===== src/rtl/cacheline_adapter.sv =====
// Cache-line to memory-burst adapter: turns one 256-bit line transfer from the
// L1 controller into a 4-beat 64-bit burst on the physical-memory port.
module cacheline_adapter #(
   parameter int s_line  = 256,
   parameter int s_burst = 64,
   parameter int s_addr  = 32,
   parameter int beats   = s_line / s_burst
) (
   input  logic              clk,
   input  logic              rst,
   input  logic [s_addr-1:0] address_i,
   input  logic              read_i,
   input  logic              write_i,
   input  logic [s_line-1:0] line_i,
   output logic [s_line-1:0] line_o,
   output logic              resp_o,
   input  logic [s_burst-1:0] burst_i,
   output logic [s_burst-1:0] burst_o,
   output logic [s_addr-1:0] address_o,
   output logic              read_o,
   output logic              write_o,
   input  logic              resp_i
);

   localparam int cw  = (beats > 1) ? $clog2(beats) : 1;
   localparam int off = $clog2(s_line / 8);

   typedef enum logic [1:0] {IDLE, READ, WRITE, DONE} state_t;

   state_t                          state_q, state_d;
   logic [cw-1:0]                   cnt_q;
   logic [beats-1:0][s_burst-1:0]   buf_q;
   logic [s_addr-1:0]               addr_q;
   logic                            last;

   assign last = (cnt_q == cw'(beats - 1));

   // NOTE: sequential state uses non-blocking assignments so every register
   // samples pre-edge values regardless of statement order.
   always_ff @(posedge clk or negedge rst) begin
      if (!rst) state_q <= IDLE;
      else      state_q <= state_d;
   end

   // NOTE: every output of this block gets a default first, so no path can
   // leave a signal unassigned and infer a latch.
   always_comb begin
      state_d = state_q;
      read_o  = 1'b0;
      write_o = 1'b0;
      resp_o  = 1'b0;
      unique case (state_q)
         IDLE: begin
            if (read_i)       state_d = READ;
            else if (write_i) state_d = WRITE;
         end
         READ: begin
            read_o = 1'b1;
            if (resp_i && last) state_d = DONE;
         end
         WRITE: begin
            write_o = 1'b1;
            if (resp_i && last) state_d = DONE;
         end
         DONE: begin
            resp_o  = 1'b1;
            state_d = IDLE;
         end
         default: state_d = IDLE;
      endcase
   end

   // NOTE: the line buffer is reset too, because line_o must read as zero
   // straight out of reset; it is a register bank, not a RAM macro.
   always_ff @(posedge clk or negedge rst) begin
      if (!rst) begin
         cnt_q  <= '0;
         buf_q  <= '0;
         addr_q <= '0;
      end else begin
         unique case (state_q)
            IDLE: begin
               if (read_i || write_i) begin
                  addr_q <= {address_i[s_addr-1:off], {off{1'b0}}};
                  cnt_q  <= '0;
                  if (!read_i) buf_q <= line_i;
               end
            end
            READ: begin
               if (resp_i) begin
                  buf_q[cnt_q] <= burst_i;
                  cnt_q        <= last ? '0 : cnt_q + 1'b1;
               end
            end
            WRITE: begin
               if (resp_i) cnt_q <= last ? '0 : cnt_q + 1'b1;
            end
            default: ;
         endcase
      end
   end

   assign line_o    = buf_q;
   assign burst_o   = buf_q[cnt_q];
   assign address_o = addr_q;

endmodule


===== config.mk =====
export PLATFORM = sky130hd
export DESIGN_NAME = cacheline_adapter
export DESIGN_NICKNAME = d
export VERILOG_FILES = /design/src/rtl/cacheline_adapter.sv
export SDC_FILE = /design/constraint.sdc
export NUM_CORES = 1
export LEC_CHECK = 0
export CAP_MARGIN = 0
export CELL_PAD_IN_SITES_DETAIL_PLACEMENT = 0
export CELL_PAD_IN_SITES_GLOBAL_PLACEMENT = 1
export CORE_AREA = 5 5 271 273
export CTS_CLUSTER_DIAMETER = 80
export DETAILED_ROUTE_END_ITERATION = 8
export DIE_AREA = 0 0 276 278
export HOLD_SLACK_MARGIN = 0.1
export PLACE_DENSITY_LB_ADDON = 0.1
export SLEW_MARGIN = 5
export SYNTH_ARGS = -nofsm -noshare
export SYNTH_HDL_FRONTEND = slang
export SYNTH_SLANG_ARGS = --single-unit

===== constraint.sdc =====
create_clock -name clk -period 4 [get_ports clk]
set_input_delay 0.8 -clock clk [delete_from_list [all_inputs] [get_ports clk]]
set_output_delay 0.8 -clock clk [all_outputs]
set_load 0.005 [all_outputs]

==> results of run 1 <==
[logic make-up after synthesis]
logic type	Yosys count	synth area share, %
muxes	157	15.8
DFF	287	47.2
adders and majority gates	9	0.740
buffers and inverters	150	4.50
AOI/OAI and AO/OA	466	16.9
and+or+nand+nor	465	14.8
other	1	0.0246
[registers in the layout (all words and copies together) (netlist names)]
| register | count |
|---|---|
| cnt_q | 2 |
| address_o | 27 |
| line_o | 256 |
| state_q | 2 |
[layout by cell type (no fill, tap or decap), drive strengths merged, types with 3 or more instances in the layout]
cell,Yosys,routed
diode,0,16
clkdlybuf4s50,0,700
conb,1,5
ha,9,9
a31oi,126,126
dfrtp,287,287
mux2i,66,66
mux2,27,27
clkinv,0,7
a21boi,4,4
nor2b,189,189
nand3,4,4
nor2,258,258
a211oi,4,4
clkbuf,62,62
buf,81,32
nand2,4,4
a21oi,318,318
mux4,64,64
o21ai,7,7
inv,7,9
and2,3,3
[final cells by class]
type                    instances  area, sq um
repair buffers                732         7430
clock buffers                  62         1280
well taps                     950         1190
clock inverters                12          120
fillers                      7236        46200
flip-flops and latches        287         7190
multi-input cells            1102         7420
diodes                         16         40.0
inverters                       7         26.3
[worst register-to-register path, cell delays in order, from the launching register on]
cell and delay [ns]:
dfrtp_4 0.75, inv_1 0.30, ha_4 0.42, a21boi_0 0.26
a211oi_4 0.27, buf_4 0.46, nor2_1 0.13, a21oi_1 0.15
[through the flow]
step	total power (uW)	setup slack [ns]	instances	cell area, sq um	util (%)
after floorplan	12200	1.58	1539	15200	-
final	23200	0.361	3168	24700	34.8
after CTS	23600	0.234	3152	24600	34.8
after global placement	19600	0.866	3078	23200	32.8
after global routing	24900	0.173	3164	24700	34.8
after detailed placement	19700	0.852	3078	23200	32.8
[worst paths after layout]
path	to	slack (ns)	depth (start not counted)
worst min register to register	address_o[14]$_DFFE_PN0P_	0.51	1
max in group asynchronous	cnt_q[1]$_DFFE_PN0P_	2.69	2
worst max-delay path	burst_o[32]	0.36	3
worst min-delay path	line_o[230]$_DFFE_PN0P_	0.32	1
worst max register to register	line_o[165]$_DFFE_PN0P_	1.14	7
min in group clk	address_o[14]$_DFFE_PN0P_	0.51	1
[per-layer routing]
layer	track usage (%)	part of all wire, %
met1	21.9	38
met2	33.2	50
met3	7.57	8.7
met4	5.92	2.8
met5	0.611	0.22
[report_power, final]
group / leakage (uW) / internal (uW) / switching (uW)
Clock: 0.000695 / 2330 / 1450
Combinational: 0.00545 / 6830 / 6540
Sequential: 0.00325 / 4520 / 1500
==> impl_metrics.tcl, run 1 <==
set metrics [dict create \
    critPathMaxStageDelay_ns 0.91 \
    h-tree-depth 2 \
    synth_edf_count 0 \
    io_buffers 701 \
    cts_buffer_depth 3 \
    ctsResizeCount 0 \
    die_h_um 278 \
    status "finished, final reports clean" \
    crit_buf_inv 2 \
    cts_buffers 41 \
    grt_pass1_wl_mm 111 \
    dr.pass1.iters 5 \
    start_util_pct 21.5 \
    syn_area_per_cell_sq_um 9.91 \
    dpl.hpwl_mm 55.1 \
    cp-start-kind "flip-flop" \
    wl_per_cell_um 24.3 \
    core_sq_mm 0.0709 \
    synth_most_common_cell "a21oi_1" \
    syn-cell-area_sq_mm 0.0152 \
    cts_hold_buf 0 \
    cp_data_required_time_ns 3.20 \
    clock_skew_ns 0.0191 \
    yosysUniqueCellTypes 36 \
    die_w_um 276 \
    clock_latency_ns 0.55 \
    final_nets 2537 \
    powerDensity_mw_per_mm2 939 \
    synth_top_cell_by_area "dfrtp_1" \
    fmaxAchievable_ghz 0.275 \
    rows 98 \
    cp-startpoint "cnt_q[0]$_DFFE_PN0P_" \
    num_vias 14564 \
    layout_min_cycle_time_ns 3.64 \
    period_share_pct 91.0 \
    vdd_drop_max_uv 633 \
    critPathArrivalTime_ns 2.84 \
    crit_slowest_cell "dfrtp_4" \
    layout-drive-gt1-share_pct 9.22 \
    crit_type "reg2out" \
    critical_path_peak_fanout 28 \
    hold-worst-slack_ns 0.319 \
    syn_inst 1535 \
    seq_area_frac_synth_pct 47.2 \
    antenna_found_initial 28 \
    area_growth_pct 62.3 \
    cp_top_family "flip-flops" \
    io_pins 712 \
    maxSlewViolCount 0 \
    synth.area.top_cells "dfrtp_1, a21oi_1, mux4_2, nor2b_1, nor2_1" \
    cts.sinks 287 \
    cts_tree "built" \
    drc_errors 0 \
    clk_pin_slew_ns 0.06 \
    track_usage_pct 19.2 \
    tns_ns 0 \
    netlist.area_leader.share_pct 47.2 \
    dieArea_sq_mm 0.0767 \
    drtAntennaViolNets 0 \
    leakage_uw 0.00939 \
    synth_commonest_cells "a21oi_1, dfrtp_1, nor2_1" \
    rsz0062_at_grt "no" \
    finalWirelength_mm 77.0 \
    grt_start_max_net_pins 171 \
    ys_ff_latch 287 \
    viasPerCell 4.60 \
    drt_iter0_markers 872 \
    clock-root-buffer "clkbuf_16" \
    path_cells "buf_4, mux4_2, clkdlybuf4s50_1" \
    min_path_type "in2async" \
    maxCapViolations 0 \
    hold_viol 0 \
    cts_setup_buffers 0 \
    gp_congestion 0.774 \
    r2r-start "cnt_q[0]$_DFFE_PN0P_" \
    grt_overflow 0 \
    async_flop_share_pct 100 \
    synthFlopType "dfrtp_1" \
    slew_headroom_pct 35.7 \
    synth_warnings 0 \
    grt_pass1_vias 15253 \
    end_kind "output port" \
    finalSetupViolCount 0 \
    worst_pin_slew_ns 0.965 \
]
No activity file was read; power rests on OpenSTA's default activity.
==> run 2: changes to the inputs <==
--- a/config.mk
+++ b/config.mk
@@ -10,10 +10,12 @@
 export CELL_PAD_IN_SITES_GLOBAL_PLACEMENT = 1
 export CORE_AREA = 5 5 271 273
 export CTS_CLUSTER_DIAMETER = 80
+export CTS_CLUSTER_SIZE = 10
 export DETAILED_ROUTE_END_ITERATION = 8
 export DIE_AREA = 0 0 276 278
 export HOLD_SLACK_MARGIN = 0.1
 export PLACE_DENSITY_LB_ADDON = 0.1
+export REMOVE_ABC_BUFFERS = 1
 export SLEW_MARGIN = 5
 export SYNTH_ARGS = -nofsm -noshare
 export SYNTH_HDL_FRONTEND = slang
==> run 2 against run 1 <==
Routed wire length up 1.5%. Sequential power is 1% lower. Count of clock-buffer cells in the layout is 22 lower. Worst hold slack got worse by 0.0020 ns. Power is 3.0% lower. Clock power is 21% lower. Maximum frequency up 0.86%. Sequential share of layout area rose by 0.50 points. Clock skew fell by 0.0099 ns. Setup slack improved by 0.031 ns. Via count is 0.97% lower. Final cell count shrank 1.2%.
==> impl_metrics.tcl, run 2 (synthesized netlist as in run 1, its figures left out) <==
set metrics [dict create \
    rsz0062_at_grt "no" \
    dr_wl_met2_mm 39.1 \
    routed.top_layer "met5" \
    period_share_pct 90.2 \
    finalWirelength_mm 78.2 \
    io_buffers 701 \
    dieArea_sq_mm 0.0767 \
    hold_viol 0 \
    grt_pass1_wl_mm 113 \
    viasPerCell 4.61 \
    antenna_found_initial 17 \
    cp-start-kind "flip-flop" \
    tns_ns 0 \
    cts_tree "built" \
    fmaxAchievable_ghz 0.277 \
    track_usage_pct 19.4 \
    io_pins 712 \
    dr_wl_met3_mm 5.51 \
    mostFrequentLayoutCells "clkdlybuf4s50_1, a21oi_1, dfrtp_1" \
    hold-worst-slack_ns 0.317 \
    leakage_uw 0.00917 \
    maxSlewViolCount 0 \
    reg2reg_to "line_o[48]$_DFFE_PN0P_" \
    end_kind "output port" \
    status "finished, final reports clean" \
    r2r_cells 7 \
    wl_per_cell_um 25.0 \
    final_common_cell "clkdlybuf4s50_1" \
    cp_data_required_time_ns 3.20 \
    layout-drive-gt1-share_pct 8.06 \
    vdd_drop_max_uv 622 \
    crit_type "reg2out" \
    h-tree-depth 2 \
    dr.pass1.iters 5 \
    die_h_um 278 \
    clock_skew_ns 0.00915 \
    finalSetupViolCount 0 \
    final_cell_area_sq_mm 0.0243 \
    finalPower_uw 22500 \
    cts_buffer_depth 3 \
    maxCapViolations 0 \
    drc_errors 0 \
    slew_headroom_pct 30.2 \
    clock_latency_ns 0.54 \
    cts_hold_buf 0 \
    placed_area_sq_mm 0.0233 \
    layout_min_cycle_time_ns 3.61 \
    worst_pin_slew_ns 1.05 \
    grt_pass1_vias 15107 \
    drt_iter0_markers 826 \
    cts_buffers 36 \
    min_path_type "in2async" \
    clock-root-buffer "clkbuf_16" \
    die_w_um 276 \
    largest_reg_flops 256 \
    dp_cells 3075 \
    core_sq_mm 0.0709 \
    dpl.hpwl_mm 55.8 \
    cts_setup_buffers 0 \
    fin_cells 3131 \
    final_nets 2529 \
    wl_met1_mm 31.5 \
    cts.sinks 287 \
    clk_pin_slew_ns 0.05 \
    grt_overflow 0 \
    grt_start_max_net_pins 174 \
    powerDensity_mw_per_mm2 926 \
    critical_path_peak_fanout 20 \
    r2r-start "state_q[0]$_DFFE_PN0P_" \
    gp_congestion 0.786 \
    area_growth_pct 59.5 \
    num_vias 14423 \
    rows 98 \
    ctsResizeCount 0 \
    critPathArrivalTime_ns 2.81 \
    start_util_pct 21.5 \
    drtAntennaViolNets 0 \
    r2r_slack_ns 1.27 \
]
## run 2: changes by cell type in the layout (fill, tap and decap cells not counted), moves of 2 or more
cell / delta
buf_12: +3
buf_4: -6
bufinv_16: -2
clkbuf_1: -4
clkbuf_16: -6
clkbuf_8: -12
clkinv_2: -4
diode_2: -5
inv_6: -2
## run 2: power by group
part | total [uW] | internal (uW) | switching, uW
Combinational | 13500 | 6880 | 6660
Sequential | 5950 | 4520 | 1430
Clock | 2990 | 1660 | 1330
## run 2: critical path, cell delays in order (launching register included)
cell             delay, ns
dfrtp_4               0.78
buf_4                 0.39
mux4_2                0.54
clkdlybuf4s50_1       0.54
## run 2: final cells by class
type                            count  area (sq um)
Antenna cell                       11          27.5
Clock buffer                       40           947
Clock inverter                      5          30.0
Fill cell                        7332         46600
Inverter                            7          26.3
Multi-Input combinational cell   1102          7420
Sequential cell                   287          7190
Tap cell                          950          1190
Timing Repair Buffer              729          7440
## run 2: worst max path at each step
stage                      startpoint                       to
3_5_place_dp     cnt_q[0]$_DFFE_PN0P_              burst_o[17]
5_1_grt          cnt_q[0]$_DFFE_PN0P_              burst_o[17]
3_3_place_gp     cnt_q[0]$_DFFE_PN0P_              burst_o[17]
4_1_cts          cnt_q[0]$_DFFE_PN0P_              burst_o[17]
2_1_floorplan  state_q[1]$_DFFE_PN0P_  line_o[192]$_DFFE_PN0P_
6_report         cnt_q[0]$_DFFE_PN0P_              burst_o[17]
## run 2: through the flow
step	setup slack [ns]	utilization [%]
3_3_place_gp	0.863	32.8
3_5_place_dp	0.862	32.8
6_report	0.393	34.2
5_1_grt	0.204	34.2
4_1_cts	0.268	34.2
2_1_floorplan	-12.89	-
## run 2: routing by layer
metal  global-route usage (%)  vias to the layer above
li1                         -                     6687
met1                     23.1                     7162
met2                     34.2                      469
met3                     6.22                       93
met4                     5.08                       12
met5                        0                        -
==> run 3: changes to the inputs <==
--- a/config.mk
+++ b/config.mk
@@ -20,3 +20,4 @@
 export SYNTH_ARGS = -nofsm -noshare
 export SYNTH_HDL_FRONTEND = slang
 export SYNTH_SLANG_ARGS = --single-unit
+export TNS_END_PERCENT = 10
==> results of run 3 <==
The final DEF is identical to that of run 2; final timing and power are the same.
